### config.mk
export PLATFORM = sky130hd
export DESIGN_NAME = qsort_n_flat
export DESIGN_NICKNAME = d
export VERILOG_FILES = /design/src/rtl/qsort_n_if.sv /design/src/rtl/qsort_n.sv /design/src/flat_wrapper.sv
export SDC_FILE = /design/constraint.sdc
export NUM_CORES = 2
export LEC_CHECK = 0
export BUFFER_PORTS_ARGS = -buffer_cell sky130_fd_sc_hd__buf_2
export CAP_MARGIN = 20
export CORE_UTILIZATION = 50
export DETAILED_ROUTE_END_ITERATION = 8
export PLACE_DENSITY = 0.65
export SYNTH_ARGS = -nofsm -noshare
export SYNTH_HDL_FRONTEND = slang
export SYNTH_SLANG_ARGS = --single-unit
export TNS_END_PERCENT = 30
### constraint.sdc
create_clock -name axis_clk -period 27.3 [get_ports axis_clk]
set_clock_uncertainty 0.2 [all_clocks]
set_input_delay 6.825 -clock axis_clk [delete_from_list [all_inputs] [get_ports axis_clk]]
set_output_delay 6.825 -clock axis_clk [all_outputs]
set_load 0.01 [all_outputs]
### src/rtl/qsort_n_if.sv
// AXI-Stream input/output bundle for qsort_n.
// sm_tlast exists only when QSORT_N_TLAST_EN is defined.
interface qsort_n_if #(
    parameter int pDATA_WIDTH = 32
);
    logic                   ss_tvalid;
    logic [pDATA_WIDTH-1:0] ss_tdata;
    logic                   ss_tready;
    logic                   sm_tready;
    logic                   sm_tvalid;
    logic [pDATA_WIDTH-1:0] sm_tdata;
`ifdef QSORT_N_TLAST_EN
    logic                   sm_tlast;
`endif

    modport slave (
        input  ss_tvalid, ss_tdata, sm_tready,
        output ss_tready, sm_tvalid, sm_tdata
`ifdef QSORT_N_TLAST_EN
        , output sm_tlast
`endif
    );

    modport master (
        output ss_tvalid, ss_tdata, sm_tready,
        input  ss_tready, sm_tvalid, sm_tdata
`ifdef QSORT_N_TLAST_EN
        , input sm_tlast
`endif
    );
endinterface

### src/rtl/qsort_n.sv
// Frame sorter: loads pN beats, runs pN odd-even transposition phases, streams the result.
// Optional sm_tlast output is enabled by defining QSORT_N_TLAST_EN.
module qsort_n #(
    parameter int pDATA_WIDTH = 32,
    parameter int pN          = 16,
    parameter int pSIGNED     = 0
) (
    input  logic       axis_clk,
    input  logic       axis_rst,
    input  logic       start,
    input  logic       desc,
    output logic       busy,
    output logic       done,
    qsort_n_if.slave   axis
);
    localparam int CW = (pN > 2) ? $clog2(pN) : 1;
    localparam logic [CW-1:0] LAST   = CW'(pN - 1);
    localparam logic [CW-1:0] PENULT = CW'(pN - 2);

    typedef enum logic [2:0] {IDLE, LOAD, SORT, OUT, DONE} state_t;

    state_t                 state;
    logic [CW-1:0]          in_cnt;
    logic [CW-1:0]          phase_cnt;
    logic [CW-1:0]          out_cnt;
    logic                   desc_q;
    logic                   ss_tready_q;
    logic                   sm_tvalid_q;
    logic [pDATA_WIDTH-1:0] sm_tdata_q;
    logic                   sm_tlast_q;
    logic [pDATA_WIDTH-1:0] buffer [pN];
    logic [pDATA_WIDTH-1:0] sorted [pN];

    function automatic logic is_greater(input logic [pDATA_WIDTH-1:0] a,
                                        input logic [pDATA_WIDTH-1:0] b);
        if (pSIGNED != 0)
            return $signed(a) > $signed(b);
        else
            return a > b;
    endfunction

    // One transposition phase: even phases pair (0,1),(2,3)..., odd phases pair (1,2),(3,4)...
    always_comb begin
        for (int i = 0; i < pN; i++)
            sorted[i] = buffer[i];
        for (int i = 0; i < pN - 1; i++) begin
            if ((i % 2 == 1) == phase_cnt[0]) begin
                if (desc_q ? is_greater(buffer[i+1], buffer[i])
                           : is_greater(buffer[i], buffer[i+1])) begin
                    sorted[i]   = buffer[i+1];
                    sorted[i+1] = buffer[i];
                end
            end
        end
    end

    always_ff @(posedge axis_clk or posedge axis_rst) begin
        if (axis_rst) begin
            state       <= IDLE;
            in_cnt      <= '0;
            phase_cnt   <= '0;
            out_cnt     <= '0;
            desc_q      <= 1'b0;
            ss_tready_q <= 1'b0;
            sm_tvalid_q <= 1'b0;
            sm_tdata_q  <= '0;
            sm_tlast_q  <= 1'b0;
            busy        <= 1'b0;
            done        <= 1'b0;
            for (int i = 0; i < pN; i++)
                buffer[i] <= '0;
        end else begin
            case (state)
                IDLE: begin
                    if (start) begin
                        state       <= LOAD;
                        desc_q      <= desc;
                        busy        <= 1'b1;
                        ss_tready_q <= 1'b1;
                        in_cnt      <= '0;
                    end
                end
                LOAD: begin
                    if (axis.ss_tvalid && ss_tready_q) begin
                        buffer[in_cnt] <= axis.ss_tdata;
                        if (in_cnt == LAST) begin
                            state       <= SORT;
                            ss_tready_q <= 1'b0;
                            phase_cnt   <= '0;
                        end else begin
                            in_cnt <= in_cnt + 1'b1;
                        end
                    end
                end
                SORT: begin
                    buffer <= sorted;
                    // The final phase result is forwarded so the first beat is ready on entry to OUT.
                    if (phase_cnt == LAST) begin
                        state       <= OUT;
                        sm_tvalid_q <= 1'b1;
                        sm_tdata_q  <= sorted[0];
                        sm_tlast_q  <= 1'b0;
                        out_cnt     <= '0;
                    end else begin
                        phase_cnt <= phase_cnt + 1'b1;
                    end
                end
                OUT: begin
                    if (axis.sm_tready) begin
                        if (out_cnt == LAST) begin
                            state       <= DONE;
                            sm_tvalid_q <= 1'b0;
                            sm_tdata_q  <= '0;
                            sm_tlast_q  <= 1'b0;
                            done        <= 1'b1;
                        end else begin
                            out_cnt    <= out_cnt + 1'b1;
                            sm_tdata_q <= buffer[out_cnt + 1'b1];
                            sm_tlast_q <= (out_cnt == PENULT);
                        end
                    end
                end
                DONE: begin
                    state     <= IDLE;
                    done      <= 1'b0;
                    busy      <= 1'b0;
                    in_cnt    <= '0;
                    phase_cnt <= '0;
                    out_cnt   <= '0;
                end
                default: state <= IDLE;
            endcase
        end
    end

    assign axis.ss_tready = ss_tready_q;
    assign axis.sm_tvalid = sm_tvalid_q;
    assign axis.sm_tdata  = sm_tdata_q;
`ifdef QSORT_N_TLAST_EN
    assign axis.sm_tlast  = sm_tlast_q;
`else
    logic unused_tlast;
    assign unused_tlast = sm_tlast_q;
`endif
endmodule

### src/flat_wrapper.sv
// flat-port wrapper written by rule: the top's interface ports become plain ports
module qsort_n_flat 
#(
    parameter int pDATA_WIDTH = 32,
    parameter int pN          = 16,
    parameter int pSIGNED     = 0
)
  (axis_clk, axis_rst, start, desc, busy, done, axis_ss_tvalid, axis_ss_tdata, axis_sm_tready, axis_ss_tready, axis_sm_tvalid, axis_sm_tdata);
  qsort_n_if #(.pDATA_WIDTH(pDATA_WIDTH)) axis_i ();
  input  logic axis_clk;
  input  logic axis_rst;
  input  logic start;
  input  logic desc;
  output logic busy;
  output logic done;
  input wire logic [$bits(axis_i.ss_tvalid)-1:0] axis_ss_tvalid;
  input wire logic [$bits(axis_i.ss_tdata)-1:0] axis_ss_tdata;
  input wire logic [$bits(axis_i.sm_tready)-1:0] axis_sm_tready;
  output wire logic [$bits(axis_i.ss_tready)-1:0] axis_ss_tready;
  output wire logic [$bits(axis_i.sm_tvalid)-1:0] axis_sm_tvalid;
  output wire logic [$bits(axis_i.sm_tdata)-1:0] axis_sm_tdata;
  assign axis_i.ss_tvalid = axis_ss_tvalid;
  assign axis_i.ss_tdata = axis_ss_tdata;
  assign axis_i.sm_tready = axis_sm_tready;
  assign axis_ss_tready = axis_i.ss_tready;
  assign axis_sm_tvalid = axis_i.sm_tvalid;
  assign axis_sm_tdata = axis_i.sm_tdata;
  qsort_n #(.pDATA_WIDTH(pDATA_WIDTH), .pN(pN), .pSIGNED(pSIGNED)) u_core (.axis_clk(axis_clk), .axis_rst(axis_rst), .start(start), .desc(desc), .busy(busy), .done(done), .axis(axis_i));
endmodule
==> reports/metrics.yaml <==
synth_area_leaders: "dfrtp_1 31%, ha_1 13%, mux4_2 7.9%"
synth_top_family_by_area: "compound AO/OA/AOI/OAI gates"
setup_tns_ns: 0
post_cts_buffers: 0
fmaxAchievable_mhz: 104
grt_setup_unrepaired: "no"
synth-compound-area-share_pct: 28.9
path_delay_family: "buffers and inverters"
synthAdderAreaFrac_pct: 13.3
ys_ff_latch: 564
start_util_pct: 50.6
vias: 42055
drc_errors: 0
grt_antenna_before_repair: 1
ys_types: 80
ir_drop_mv: 0.0728
cp_num_cells: 5
critPathSlowestCell: "buf_4"
grt_pass1_wl_um: 245000
path_max_fanout: 110
p_comb_share_pct: 54.7
yosys_warnings: 0
syn-num-nets: 5520
synthXorXnorAreaFrac_pct: 0.0384
syn_area_um2: 45700
reg2reg_depth: 7
cts_made_buffers: 72
hold_path_depth: 2
dp_hpwl_um: 118000
slew_viol_final: 0
clock_latency_ns: 0.64
swShare_pct: 47.4
fin_crit_sh_pct: 35.2
grt_pass1_vias: 39620
p_sw_w: 0.00302
clk_pin_slew_worst_paths_ns: 0.06
power_density_nw_per_um2: 129
grt_usage_pct: 33.8
grt-ovfl-total: 0
slew_headroom_pct: 25.4
clkSinkCount: 564
via_per_inst: 6.91
synth-simple-area-share_pct: 10.6
p_clk_share_pct: 15.9
post-route-min-period_ns: 9.61
wirelength_um: 159000
drt_iter0_drc: 4596
drv_cap: 0
cts_max_level: 3
pwr-share-seq_pct: 29.4
slowest_delay_ns: 0.89
critPathLaunch: "axis_rst"
final_common_cell: "dfrtp_1"
cts_resized: 0
fp.dieW_um: 304
ant_nets: 0
fin_util_pct: 54.9
die_area_um2: 92500
synth_mux_area_share_pct: 8.86
cp.required_ns: 27.76
pre_cts_ws_ns: 16.91
drt_pass1_iterations: 7
endpoint_kind: "async pin"
worst_slew_pin_slew_ns: 1.12
fin_ws_ns: 17.69
final_cell_mix: "563 x dfrtp_1, 500 x inv_1, 485 x ha_1"
intPower_w: 0.00335
hold_ws_ns: 0.308
postSynthAreaPerCell_um2: 9.14
grt_start_max_net_pins: 111
hold_buffers: 0
p_leak_nw: 21.6
rr_startpoint: "u_core.out_cnt[0]"
cts.path.max_buffers: 3
synthFlopType: "dfrtp_1"
final-setup-viol-count: 0
hold_path.class: "reg2reg"
synthArstFlopShare_pct: 100
nNetsFinal: 5373
cp_num_buf_inv: 5
syn2layout_area_growth_pct: 8.56
crit_arrival_ns: 10.07
netlist_instances: 4996
ys_seq_area_share_pct: 30.9
hold_viol: 0
drive_above_1_share_pct: 12.3
netlist.area_leader.share_pct: 30.9
crit_chain: "buf_2 > inv_8 > buf_4 > buf_4 > buf_4"
final.fill_count: 8089
rows: 110
synth-edff-count: 0
portBuffers: 73
coreArea_um2: 90300
path_class: "in2async"
wl_per_cell_um: 26.1
die-height_um: 304
cts_tree: "done"
cp-start-kind: "input port"
synth_top_area_cell: "dfrtp_1"
crit_path_frequent_cell: "buf_4"
root_buffer: "clkbuf_16"
hp-start: "u_core.axis.sm_tvalid"
io_pins: 74
place_congestion: 0.950
status: "completed"
## synthesized netlist by cell type (5+ instances only)
| cell | number |
|---|---|
| dfrtp_1 | 564 |
| inv_1 | 501 |
| ha_1 | 486 |
| nand2_1 | 384 |
| o21ai_0 | 363 |
| clkbuf_1 | 333 |
| a21oi_1 | 297 |
| nor2_1 | 184 |
| mux4_2 | 160 |
| nand3_1 | 146 |
| a31oi_1 | 108 |
| o221ai_1 | 99 |
| a2bb2oi_1 | 95 |
| a21o_1 | 93 |
| o221a_2 | 93 |
| nand4_1 | 89 |
| a211oi_1 | 76 |
| a221oi_1 | 75 |
| a221o_1 | 69 |
| o22a_1 | 64 |
| o211ai_1 | 58 |
| nor3_1 | 50 |
| o21a_1 | 42 |
| mux2i_1 | 38 |
| or3_1 | 38 |
| a22oi_1 | 37 |
| o31ai_1 | 37 |
| and2_1 | 35 |
| o221a_1 | 34 |
| o311ai_0 | 33 |
| o32ai_1 | 33 |
| o22ai_1 | 32 |
| o41ai_1 | 32 |
| nor4_1 | 28 |
| buf_2 | 23 |
| buf_1 | 18 |
| nor2b_1 | 18 |
| and4_1 | 17 |
| o21ai_1 | 12 |
| nand2b_1 | 10 |
| and3_1 | 8 |
| or4_1 | 7 |
| o211a_1 | 5 |
| or2_2 | 5 |
## registers in the layout, summed over array words and instances (netlist names)
name	flops
u_core.out_cnt	4
u_core.busy	1
u_core.axis.sm_tdata	32
u_core.desc_q	1
u_core.axis.ss_tready	1
u_core.state	3
u_core.phase_cnt	4
u_core.done	1
u_core.axis.sm_tvalid	1
u_core.buffer	512
u_core.in_cnt	4
## final cells by class
class                      count  area [µm²]  share of cell area, %
inverter                     502        1890                   3.82
timing repair buffer         159        1080                   2.17
antenna                        2        5.00                 0.0101
tap                         1176        1470                   2.97
sequential                   564       14100                   28.5
multi-input combinational   3550       28500                   57.6
clock buffer                 108        2210                   4.47
clock inverter                22         253                  0.510
## logic make-up (layout without fill, tap and decap cells)
kind of cell    after synthesis  in the layout
compound gates             1832           1832
xor+xnor                      2              2
fa+ha+maj                   486            486
buf+inv                     882            791
flops                       564            564
mux                         203            203
other cells                   0              2
simple gates               1027           1027
## per-stage QoR
step | area, µm² | power [W] | std cells
after floorplan | 45700 | 0.00412 | 4996
after global placement | 47000 | 0.00517 | 5945
after detailed placement | 47000 | 0.00527 | 5946
after CTS | 49500 | 0.00631 | 6076
after global routing | 49600 | 0.00683 | 6081
final | 49600 | 0.00638 | 6083
## final timing paths
check	to	slack, ns
setup / recovery	u_core.buffer[455]	17.69
hold / removal	u_core.axis.sm_tvalid	0.31
setup reg to reg	u_core.axis.sm_tdata[19]	22.01
hold reg to reg	u_core.axis.sm_tvalid	0.31
max in group axis_clk	u_core.buffer[198]	18.22
min in group asynchronous	u_core.buffer[26]	6.14
## tightest hold or removal path, stage by stage (launching register included)
cell,delay (ns)
dfrtp_1,0.35
nor2_1,0.05
nor2_1,0.07
## routing by layer
metal	track usage (%)	part of all wire, %
met1	46.8	42
met5	0	0
met2	51.3	45
met4	20.6	6.7
met3	3.31	6.3
## power groups by stage
stage / Combinational, W / Sequential, W / Clock (W)
floorplan: 0.00250 / 0.00163 / 0
global route: 0.00385 / 0.00193 / 0.00105
CTS: 0.00343 / 0.00186 / 0.00102
global placement: 0.00330 / 0.00187 / 0
detailed placement: 0.00341 / 0.00186 / 0
finish: 0.00349 / 0.00188 / 0.00101
(Power assumes the default switching activity.)
